File: config.mk
export PLATFORM = sky130hd
export DESIGN_NAME = data_bus_arbiter
export DESIGN_NICKNAME = d
export VERILOG_FILES = /design/src/rtl/data_bus_arbiter.sv
export SDC_FILE = /design/constraint.sdc
export NUM_CORES = 1
export LEC_CHECK = 0
export ABC_AREA = 0
export CORE_MARGIN = 1
export CORE_UTILIZATION = 38
export DETAILED_ROUTE_END_ITERATION = 16
export PLACE_DENSITY = 0.89
export SKIP_CTS_REPAIR_TIMING = 1
export SLEW_MARGIN = 20
export SYNTH_ARGS = -nofsm -noshare
export SYNTH_HDL_FRONTEND = slang
export SYNTH_SLANG_ARGS = --single-unit
File: constraint.sdc
create_clock -name clk -period 2.5 [get_ports clk]
set_clock_uncertainty 0.05 [all_clocks]
set_input_delay 0.25 -clock clk [delete_from_list [all_inputs] [get_ports clk]]
set_output_delay 0.25 -clock clk [all_outputs]
set_load 0.01 [all_outputs]
File: src/rtl/data_bus_arbiter.sv
// Round-robin arbiter/sequencer for two requesters in front of the data bus controller.
// Ready bus: ack 3 cycles after req (illegal access: 1 cycle); losing requester holds req, bus stalls time out.
module data_bus_arbiter #(
  parameter int TIMEOUT_CYCLES = 16,
  parameter int CNT_W          = 5
) (
  input  logic        clk,
  input  logic        rst,
  input  logic        m0_req,
  input  logic        m0_we,
  input  logic [1:0]  m0_size,
  input  logic [31:0] m0_addr,
  input  logic [31:0] m0_wdata,
  output logic        m0_ack,
  output logic        m0_err,
  output logic [31:0] m0_rdata,
  input  logic        m1_req,
  input  logic        m1_we,
  input  logic [1:0]  m1_size,
  input  logic [31:0] m1_addr,
  input  logic [31:0] m1_wdata,
  output logic        m1_ack,
  output logic        m1_err,
  output logic [31:0] m1_rdata,
  output logic        bus_rd,
  output logic        bus_wd,
  output logic [1:0]  bus_size,
  output logic [31:0] bus_addr,
  output logic [31:0] bus_wdata,
  input  logic [31:0] bus_rdata,
  input  logic        bus_ready,
  output logic        busy
);

  typedef enum logic [1:0] {IDLE, ISSUE, WAIT, RESP} state_t;

  state_t            state, state_nxt;
  logic              last_grant, gnt_q, we_q, err_q;
  logic [1:0]        size_q;
  logic [31:0]       addr_q, wdata_q, rdata_q;
  logic [CNT_W-1:0]  cnt;

  logic              gnt_vld, gnt_id, sel_we, sel_bad, timeout;
  logic [1:0]        sel_size;
  logic [31:0]       sel_addr, sel_wdata;

  // On a tie the requester that did not win last time is served.
  always_comb begin
    gnt_vld   = m0_req | m1_req;
    gnt_id    = (m0_req && m1_req) ? ~last_grant : m1_req;
    sel_we    = gnt_id ? m1_we    : m0_we;
    sel_size  = gnt_id ? m1_size  : m0_size;
    sel_addr  = gnt_id ? m1_addr  : m0_addr;
    sel_wdata = gnt_id ? m1_wdata : m0_wdata;
    sel_bad   = (sel_size == 2'b11) ||
                (sel_size == 2'b01 && sel_addr[0]) ||
                (sel_size == 2'b10 && sel_addr[1:0] != 2'b00);
    timeout   = (cnt == CNT_W'(TIMEOUT_CYCLES - 1));
  end

  always_ff @(posedge clk) begin
    if (rst) state <= IDLE;
    else     state <= state_nxt;
  end

  always_comb begin
    state_nxt = state;
    case (state)
      IDLE:    if (gnt_vld) state_nxt = sel_bad ? RESP : ISSUE;
      ISSUE:   state_nxt = WAIT;
      WAIT:    if (bus_ready || timeout) state_nxt = RESP;
      RESP:    state_nxt = IDLE;
      default: state_nxt = IDLE;
    endcase
  end

  always_ff @(posedge clk) begin
    if (rst) begin
      last_grant <= 1'b1;
      gnt_q      <= 1'b0;
      we_q       <= 1'b0;
      err_q      <= 1'b0;
      size_q     <= 2'b00;
      addr_q     <= 32'h0;
      wdata_q    <= 32'h0;
      rdata_q    <= 32'h0;
      cnt        <= '0;
    end else begin
      case (state)
        IDLE: if (gnt_vld) begin
          gnt_q      <= gnt_id;
          last_grant <= gnt_id;
          we_q       <= sel_we;
          size_q     <= sel_size;
          addr_q     <= sel_addr;
          wdata_q    <= sel_wdata;
          rdata_q    <= 32'h0;
          err_q      <= sel_bad;
          cnt        <= '0;
        end
        ISSUE: cnt <= '0;
        WAIT: begin
          if (bus_ready) begin
            rdata_q <= we_q ? 32'h0 : bus_rdata;
            err_q   <= 1'b0;
          end else if (timeout) begin
            rdata_q <= 32'h0;
            err_q   <= 1'b1;
          end else begin
            cnt <= cnt + CNT_W'(1);
          end
        end
        default: ;
      endcase
    end
  end

  // Responses decode from registered state so they never glitch to the requesters.
  always_comb begin
    bus_rd    = (state == ISSUE) && !we_q;
    bus_wd    = (state == ISSUE) && we_q;
    bus_size  = size_q;
    bus_addr  = addr_q;
    bus_wdata = wdata_q;
    busy      = (state != IDLE);
    m0_ack    = 1'b0;
    m0_err    = 1'b0;
    m0_rdata  = 32'h0;
    m1_ack    = 1'b0;
    m1_err    = 1'b0;
    m1_rdata  = 32'h0;
    if (state == RESP) begin
      if (gnt_q) begin
        m1_ack   = 1'b1;
        m1_err   = err_q;
        m1_rdata = rdata_q;
      end else begin
        m0_ack   = 1'b1;
        m0_err   = err_q;
        m0_rdata = rdata_q;
      end
    end
  end

endmodule

==> summary.md <==
| Metric | Value |
|---|---|
| Clk buf depth | `2` |
| Hpwl dp | `12600 um` |
| Gr usage total | `0.231` |
| Die area | `14400 um^2` |
| Vias in the first global route | `5096` |
| Site Rows | `42` |
| CP arrival | `2.05 ns` |
| Input/output buffers | `307` |
| Fin. Hold Viols | `0` |
| CP Max Fanout | `17` |
| CP top delay family | `buffers and inverters` |
| Clock Latency Late Sink | `0.35 ns` |
| Yosys reg bits | `109` |
| Post-Syn Instances | `596` |
| Slowest cell on the critical path | `clkdlybuf4s50_1` |
| RSZ-0062 raised after global routing | `false` |
| Outcome | `complete, no violations` |
| Final Max Slew Viols | `0` |
| Most frequent cells in the layout | `clkdlybuf4s50_1, dfxtp_1, nor2_1` |
| HP Class | `input port to flop` |
| Post-synth net total | `774` |
| 1st-iter DRT viols | `294` |
| Setup_tns | `0 ns` |
| Slew of the pin with the lowest slew margin | `0.751 ns` |
| Starting Density | `0.394` |
| Wire per inst | `15.9 um` |
| First-pass GRT wire length | `26000 um` |
| Grt ovf | `0` |
| Worst reg-to-reg setup slack | `0.29 ns` |
| Syn avg cell area | `8.85 um^2` |
| Tmin final | `2.35 ns` |
| Core area | `13400 um^2` |
| Die width | `120 um` |
| Post-synth EDFFs | `0` |
| YS warnings | `0` |
| Num ports | `308` |
| Post-Layout Cell Count | `1056` |
| Nets | `1053` |
| # fillers | `1063` |
| CTS buffer count | `9` |
| Antenna violations before repair | `0` |
| Synth-to-layout area growth | `66.5%` |
| Top achievable clock speed | `425 MHz` |
| CTS Root Cell | `clkbuf_16` |
| DR vias | `5342` |
| Antenna fix cells | `0` |
| Ys flop type | `dfxtp_1` |
| Number of routed nets with antenna violations | `0` |
| Post-synth ARST share | `0` |
| Post-synthesis instance area | `5280 um^2` |
| H-tree depth | `3` |
| Final Power | `7.19 mW` |
| Largest net degree at the start of global routing | `69` |
| Commonest non-fill, non-tap cell in the layout | `clkdlybuf4s50_1` |
| Required time of the worst setup path | `2.20 ns` |
| Worst vdd ir | `0.457 mV` |
| GP Congestion | `0.840` |
| CTS tree | `yes` |
| Final setup fails | `0` |
| Worst slew margin | `0.500` |
| Vias per cell | `5.06` |
| WS Path Type | `flop to primary output` |
| Remaining DRCs | `0` |
| # placed instances | `1039` |
| Period Utilization, post-route | `0.941` |
| Worst-path clk slew | `0.07 ns` |
| CP Cell Sequence | `ha_1, nor2b_4, buf_4, and2_1, clkdlybuf4s50_1` |
| Sequential area share after synthesis | `0.414` |
| Share of layout cells above drive strength 1 | `0.0489` |
| Num Clock Sinks | `109` |
| Power density cells | `819 nW/um^2` |
| Crit path largest cell delay | `0.54 ns` |
| Lkg Pwr | `3.36 nW` |
| Max-cap viol count | `0` |
| Worst Setup End Kind | `primary output` |
| DRT Wirelength | `16800 um` |
| Worst hold slack | `0.396 ns` |
| Die height | `120 um` |
| Crit path buf inv count | `2` |
| Synth unique cells | `38` |
| First drt pass iteration count | `4` |
| Startpoint class of the critical path | `flop` |
==> cell type report <==
class                   count  area, um^2  area share
inverters                   6        22.5     0.00256
multi-input cells         426        2780       0.316
well taps                 176         220      0.0251
repair buffers            323        3260       0.371
clock buffers              12         256      0.0292
flip-flops and latches    109        2180       0.249
clock inverters             4        70.1     0.00798
==> metrics by stage <==
step	utilization	instance area, um^2	worst slack (ns)
2_1_floorplan	-	5280	0.636
5_1_grt	0.656	8780	0.0465
6_report	0.656	8780	0.147
3_5_place_dp	0.630	8440	0.332
4_1_cts	0.654	8760	0.0669
3_3_place_gp	0.630	8440	0.397
==> flip-flops by register name, summed over array words and instances (netlist names) <==
signal,flops
bus_addr,32
we_q,1
err_q,1
bus_size,2
last_grant,1
cnt,5
bus_wdata,32
state,2
rdata_q,32
gnt_q,1
==> where the power goes <==
part	switching [mW]	total (mW)	internal (mW)
logic	1.59	3.17	1.58
clock network	0.643	1.57	0.931
registers	0.263	2.45	2.19
total	2.50	7.19	4.69
==> final timing paths <==
check             cells after the start   startpoint            to
setup / recovery                      5     state[1]  m0_rdata[27]
hold / removal                        2          rst         gnt_q
setup reg to reg                      8       cnt[0]    rdata_q[2]
hold reg to reg                       2  rdata_q[22]   rdata_q[22]
==> synthesized netlist by cell type (all sizes together) (2+ instances only) <==
| cell | count | area (um^2) |
|---|---|---|
| nor2 | 76 | 285 |
| nor3 | 2 | 15.0 |
| dfxtp | 109 | 2180 |
| nand3 | 34 | 170 |
| buf | 24 | 215 |
| ha | 7 | 87.6 |
| a22oi | 2 | 15.0 |
| or3 | 4 | 25.0 |
| o21ai | 2 | 10.0 |
| and2 | 35 | 219 |
| mux2i | 68 | 681 |
| nor3b | 3 | 38.8 |
| a211oi | 67 | 503 |
| nand2 | 33 | 124 |
| a21oi | 37 | 185 |
| a31oi | 2 | 12.5 |
| nor2b | 4 | 25.0 |
| clkbuf | 31 | 116 |
| o21a | 4 | 30.0 |
| and3 | 35 | 219 |
| inv | 6 | 22.5 |
| o22ai | 2 | 12.5 |
==> cells by family after synthesis <==
group / Yosys count / share of synthesized area
AOI/OAI and AO/OA: 120 / 0.154
xor gates and xnor gates: 1 / 0.00166
adders and majority gates: 7 / 0.0166
buffers and inverters: 61 / 0.0671
DFF: 109 / 0.414
muxes: 68 / 0.129
and+or+nand+nor: 230 / 0.218
==> layer usage <==
layer,track usage,up-vias,share of wire,wire [um]
met5,0,-,0,0
met4,0.0813,0,0.020,340
met3,0.0632,19,0.080,1340
met2,0.418,215,0.52,8640
met1,0.258,2437,0.38,6440
li1,-,2671,-,-
(Power assumes the default switching activity.)
